<file path="src/rtl/lif_neuron_array.sv">
// Array of current-based leaky integrate-and-fire neurons stepped by a shared strobe.
// Optional feature macro: LIF_REFRACTORY_EN adds per-neuron refractory counters.
module lif_neuron_array #(
    parameter int unsigned N_NEURONS    = 4,
    parameter int unsigned WIDTH        = 8,
    parameter int unsigned THRESH       = 200,
    parameter int unsigned LEAK_SHIFT   = 1,
    parameter int unsigned CUR_SHIFT    = 2,
    parameter int unsigned RESET_MODE   = 0,
    parameter int unsigned REFRAC_STEPS = 2,
    localparam int unsigned SEL_W       = (N_NEURONS > 1) ? $clog2(N_NEURONS) : 1
) (
    input  logic                       clk,
    input  logic                       rst,
    input  logic                       step_i,
    input  logic [N_NEURONS*WIDTH-1:0] in_current_i,
    input  logic [SEL_W-1:0]           state_sel_i,
    output logic [N_NEURONS-1:0]       spike_o,
    output logic [WIDTH-1:0]           state_out_o
);

    localparam logic [WIDTH-1:0] THR = WIDTH'(THRESH);

    logic [WIDTH-1:0]     cur_q [N_NEURONS];
    logic [WIDTH-1:0]     cur_d [N_NEURONS];
    logic [WIDTH-1:0]     mem_q [N_NEURONS];
    logic [WIDTH-1:0]     mem_d [N_NEURONS];
    logic [WIDTH-1:0]     cur_nx [N_NEURONS];
    logic [WIDTH-1:0]     mem_nx [N_NEURONS];
    logic [N_NEURONS-1:0] spike_q, spike_d;
    logic [WIDTH-1:0]     state_out_q, state_out_d;

`ifdef LIF_REFRACTORY_EN
    localparam int unsigned RC_W = (REFRAC_STEPS > 0) ? $clog2(REFRAC_STEPS + 1) : 1;
    logic [RC_W-1:0] rc_q [N_NEURONS];
    logic [RC_W-1:0] rc_d [N_NEURONS];
`endif

    // Sums of two WIDTH-bit values fit in WIDTH+1 bits, so the carry flags saturation.
    function automatic logic [WIDTH-1:0] sat(input logic [WIDTH:0] v);
        return v[WIDTH] ? '1 : v[WIDTH-1:0];
    endfunction

    always_comb begin
        for (int n = 0; n < N_NEURONS; n++) begin
            cur_nx[n] = sat({1'b0, cur_q[n] - (cur_q[n] >> CUR_SHIFT)}
                            + {1'b0, in_current_i[n*WIDTH +: WIDTH]});
            mem_nx[n] = sat({1'b0, mem_q[n] - (mem_q[n] >> LEAK_SHIFT)} + {1'b0, cur_nx[n]});
        end
    end

    always_comb begin
        spike_d = '0;
        for (int n = 0; n < N_NEURONS; n++) begin
            cur_d[n] = cur_q[n];
            mem_d[n] = mem_q[n];
`ifdef LIF_REFRACTORY_EN
            rc_d[n] = rc_q[n];
`endif
            if (step_i) begin
                cur_d[n] = cur_nx[n];
`ifdef LIF_REFRACTORY_EN
                // Refractory neurons keep integrating current but hold the membrane at rest.
                if (rc_q[n] != '0) begin
                    rc_d[n]  = rc_q[n] - RC_W'(1);
                    mem_d[n] = '0;
                end else
`endif
                if (mem_nx[n] >= THR) begin
                    spike_d[n] = 1'b1;
                    mem_d[n]   = (RESET_MODE != 0) ? mem_nx[n] - THR : '0;
`ifdef LIF_REFRACTORY_EN
                    rc_d[n] = RC_W'(REFRAC_STEPS);
`endif
                end else begin
                    mem_d[n] = mem_nx[n];
                end
            end
        end
    end

    always_comb begin
        state_out_d = '0;
        if (32'(state_sel_i) < N_NEURONS) begin
            state_out_d = mem_q[state_sel_i];
        end
    end

    always_ff @(posedge clk or posedge rst) begin
        if (rst) begin
            for (int n = 0; n < N_NEURONS; n++) begin
                cur_q[n] <= '0;
                mem_q[n] <= '0;
`ifdef LIF_REFRACTORY_EN
                rc_q[n] <= '0;
`endif
            end
            spike_q     <= '0;
            state_out_q <= '0;
        end else begin
            for (int n = 0; n < N_NEURONS; n++) begin
                cur_q[n] <= cur_d[n];
                mem_q[n] <= mem_d[n];
`ifdef LIF_REFRACTORY_EN
                rc_q[n] <= rc_d[n];
`endif
            end
            spike_q     <= spike_d;
            state_out_q <= state_out_d;
        end
    end

    assign spike_o     = spike_q;
    assign state_out_o = state_out_q;

endmodule

</file>
<file path="config.mk">
export PLATFORM = sky130hd
export DESIGN_NAME = lif_neuron_array
export DESIGN_NICKNAME = d
export VERILOG_FILES = /design/src/rtl/lif_neuron_array.sv
export SDC_FILE = /design/constraint.sdc
export NUM_CORES = 1
export LEC_CHECK = 0
export ABC_CLOCK_PERIOD_IN_PS = 12500
export BUFFER_PORTS_ARGS = -buffer_cell sky130_fd_sc_hd__buf_2
export CAP_MARGIN = 20
export CORE_MARGIN = 2
export CORE_UTILIZATION = 65
export DETAILED_ROUTE_END_ITERATION = 10
export GPL_ROUTABILITY_DRIVEN = 1
export HOLD_SLACK_MARGIN = 0.03
export PLACE_DENSITY = 0.83
export SLEW_MARGIN = 20
export SYNTH_ARGS = -nofsm -noshare
export SYNTH_HDL_FRONTEND = slang
export SYNTH_SLANG_ARGS = --single-unit
</file>
<file path="constraint.sdc">
create_clock -name clk -period 12.5 [get_ports clk]
set_clock_uncertainty 0.1 [all_clocks]
set_input_delay 0.625 -clock clk [delete_from_list [all_inputs] [get_ports clk]]
set_output_delay 0.625 -clock clk [all_outputs]
set_load 0.05 [all_outputs]
</file>
==> Flow_metrics.wiki <==
{| class="wikitable"
! Metric !! Value
|-
| Total routed wirelength || 16,700 um
|-
| Final period util || 47.7%
|-
| Number of library cell types mapped by synthesis || 73
|-
| Number of enable-type register cells in the synthesized netlist || 0
|-
| Hold Vio Cnt, Final || 0
|-
| Number of DRC violations after detailed-routing iteration 0 || 447
|-
| TritonCTS clock tree || built
|-
| Clock net sink count || 76
|-
| Number of vias after detailed routing || 6,521
|-
| Setup TNS after final layout || 0 ns
|-
| Starting density of the core || 66.6%
|-
| Max Freq || 168 MHz
|-
| Post-route worst setup slack || 6.54 ns
|-
| Pre-CTS setup slack || 6.67 ns
|-
| All-Layer GR Usage || 27.1%
|-
| Crit path required time || 12.58 ns
|-
| Total of buffers placed on input and output ports || 48
|-
| Final max-slew violation count || 0
|-
| Remaining max-slew budget at the tightest pin || 35.0%
|-
| Number of I/O pins || 49
|-
| Count of cells along the worst register-to-register path || 27
|-
| Overall overflow remaining after global route || 0
|-
| Register-to-register setup slack || 6.54 ns
|-
| Number of antenna repair diodes || 0
|-
| Vias per cell || 5.90
|-
| Number of detailed-routing iterations run before antenna repair || 5
|-
| Post-synthesis register bit count || 76
|-
| Tmin final || 5.96 ns
|-
| Number of instances in the synthesized netlist || 914
|-
| Setup repair after global routing missed its margin || false
|-
| Start point of the critical path || cur_q[8]
|-
| Number of buffers added to fix hold violations after cts || 0
|-
| Post-detailed-route count of antenna-violating nets || 0
|-
| DRC errors left || 0
|-
| Setup Buffers After CTS || 0
|-
| Max Cap Violations || 0
|-
| Final Util || 72.2%
|-
| Reg clk slew, reported paths || 0.06 ns
|-
| Die Y || 115 um
|-
| Wire length of the first global-routing pass || 28,800 um
|-
| Transition at the pin with the smallest max-transition slack || 0.975 ns
|-
| Die X-Extent || 115 um
|-
| Outcome || finished clean
|-
| Post-synth design cell area || 0.00796 sq mm
|-
| Most used flip-flop cell after synthesis || dfrtp_1
|-
| Routed WL per cell || 15.2 um
|-
| # placed instances || 1,089
|-
| H-tree levels || 3
|-
| Layout net count || 1,118
|-
| Critical Path Fanout Max || 11
|-
| Type of the tightest min-delay check || reg -> reg
|-
| Die Outline Area || 0.0132 sq mm
|-
| R2R Path Start || cur_q[8]
|-
| GPL Wtd Cong || 0.936
|-
| Synth async-reset ratio || 100%
|-
| Share of synthesized area occupied by flip-flops and latches || 23.9%
|-
| Crit. End Element || register
|-
| Insertion delay of the later-clocked pin in the worst-skew pair || 0.35 ns
|-
| Final Instance Count excl. Fillers || 1,105
|-
| Post-Syn Area per Cell || 8.71 sq um
|-
| Count of warnings emitted by yosys || 0
|-
| Ratio of cells with drive above 1 in the final layout || 11.2%
|-
| Worst setup path end || mem_q[8]
|-
| Dpl hpwl || 12,900 um
|-
| Post-synthesis net count || 1,079
|-
| CTS Root Cell || clkbuf_16
|-
| Path type of the worst setup path || reg -> reg
|-
| Std cell rows || 40
|-
| Maximum number of pins on one net before global-route repair || 77
|-
| Final setup viols || 0
|-
| Signed area change from the synthesized netlist to the final layout || 8.41%
|-
| Via count of the first global-routing pass || 6,495
|-
| Quantity of gates resized following cts || 0
|-
| Number of buffers between clock root and the deepest sink || 2
|-
| Standard cell core area || 0.0120 sq mm
|-
| Worst endpoint data arrival time || 6.04 ns
|-
| Initial antenna violation count || 0
|-
| Endpoint of the lowest-slack register-to-register path || mem_q[8]
|-
| Inserted Clock Buffers || 9
|-
| Type of origin of the critical path || register
|-
| Fill cell count || 936
|}
per-stage QoR:
step,hold slack [ns],area (sq um)
2_1_floorplan,0.381,7960
3_3_place_gp,0.398,8310
3_5_place_dp,0.426,8310
4_1_cts,0.422,8630
5_1_grt,0.430,8630
6_report,0.418,8630
worst min path at each step:
stage	endpoint	cells after the start	start
2_1_floorplan	mem_q[16]	1	mem_q[16]
3_3_place_gp	cur_q[24]	1	cur_q[24]
3_5_place_dp	mem_q[16]	1	mem_q[16]
4_1_cts	cur_q[24]	1	cur_q[24]
5_1_grt	cur_q[24]	1	cur_q[24]
6_report	cur_q[24]	1	cur_q[24]
registers in the layout (all words and copies together) (netlist names):
| name | cells |
|---|---|
| cur_q | 32 |
| mem_q | 32 |
| state_out_o | 8 |
| spike_o | 4 |
cell usage after synthesis (5+ instances only):
library cell | instances | share of area (%)
nor3_1 | 5 | 0.31
nand2_1 | 51 | 2.4
a31oi_1 | 12 | 0.94
nor2b_1 | 12 | 0.94
a21oi_1 | 75 | 4.7
ha_1 | 112 | 18
dfrtp_1 | 76 | 24
nor2_1 | 70 | 3.3
a32o_1 | 5 | 0.63
o21ai_0 | 53 | 3.3
a21o_1 | 27 | 2.5
or3_1 | 5 | 0.39
xnor2_1 | 58 | 6.4
or2_2 | 7 | 0.55
mux2_2 | 5 | 0.71
nand2b_1 | 22 | 1.7
xor2_1 | 28 | 3.1
a221oi_1 | 7 | 0.77
a211oi_1 | 11 | 1.0
nand3_1 | 6 | 0.38
a311oi_1 | 8 | 0.88
and2_1 | 5 | 0.39
fa_1 | 16 | 4.0
o21bai_1 | 14 | 1.3
inv_1 | 114 | 5.4
mux4_2 | 8 | 2.3
o22ai_1 | 8 | 0.63
o21a_1 | 6 | 0.57
clkbuf_1 | 18 | 0.85
area by class of cell:
type	count	area (sq um)	share of cell area [%]
clock buffers	9	225	2.61
clock inverters	7	98.8	1.15
inverters	114	429	4.97
multi-input cells	702	5540	64.2
flip-flops and latches	76	1900	22.0
well taps	147	184	2.13
repair buffers	50	255	2.96
placed cells by master, fill, tap and decap left out, types with 3 or more instances in the layout:
master,instances
a211oi_1,11
a211oi_2,3
a21boi_0,3
a21o_1,27
a21oi_1,75
a221oi_1,7
a22o_1,4
a311oi_1,8
a31oi_1,12
a32o_1,5
and2_1,5
and3b_1,3
buf_2,48
clkbuf_16,9
dfrtp_1,76
fa_1,16
ha_1,112
inv_1,113
mux2_2,5
mux2i_1,4
mux4_2,8
nand2_1,51
nand2b_1,22
nand3_1,6
nand3b_1,3
nor2_1,70
nor2b_1,12
nor3_1,5
o2111ai_1,3
o21a_1,6
o21ai_0,53
o21bai_1,14
o22ai_1,8
o31ai_1,3
or2_2,7
or3_1,5
xnor2_1,58
xor2_1,28
cell families (layout without fill, tap and decap cells):
logic type / after synthesis / count (layout) / synth area share [%]
xor+xnor: 86 / 86 / 9.46
fa+ha+maj: 129 / 129 / 21.8
mux: 17 / 17 / 3.47
simple gates: 207 / 207 / 13.2
compound gates: 263 / 263 / 21.7
flops: 76 / 76 / 23.9
buf+inv: 136 / 180 / 6.57
worst max-delay path, cell delays in order, from the launching register on:
cell and delay, ns:
dfrtp_1 0.36, inv_1 0.06, ha_1 0.14, inv_1 0.06, fa_1 0.40, nand2_1 0.09
nand2_1 0.06, a21oi_1 0.22, o21bai_1 0.09, a21oi_1 0.18, xnor2_1 0.13, ha_1 0.30
nand2_1 0.09, o21ai_0 0.11, a31oi_1 0.63, nand2b_1 0.16, ha_1 0.25, inv_1 0.07
fa_1 0.20, inv_1 0.05, a21oi_1 0.24, nor3_1 0.11, o31ai_1 0.34, o21ai_0 0.24
nand2_1 0.11, o21ai_0 0.13, nor3_1 0.75, a221oi_1 0.10
layer usage:
| metal | GRT usage [%] | vias to the layer above | routed length, um |
|---|---|---|---|
| li1 | - | 3302 | - |
| met1 | 35.1 | 3052 | 7660 |
| met2 | 46.1 | 128 | 8060 |
| met3 | 3.65 | 39 | 579 |
| met4 | 10.2 | 0 | 445 |
| met5 | 0 | - | 0 |
Power is left out: the tool's default activity adds up to more than one toggle a clock period on the data nets, which glitch-free logic cannot reach.
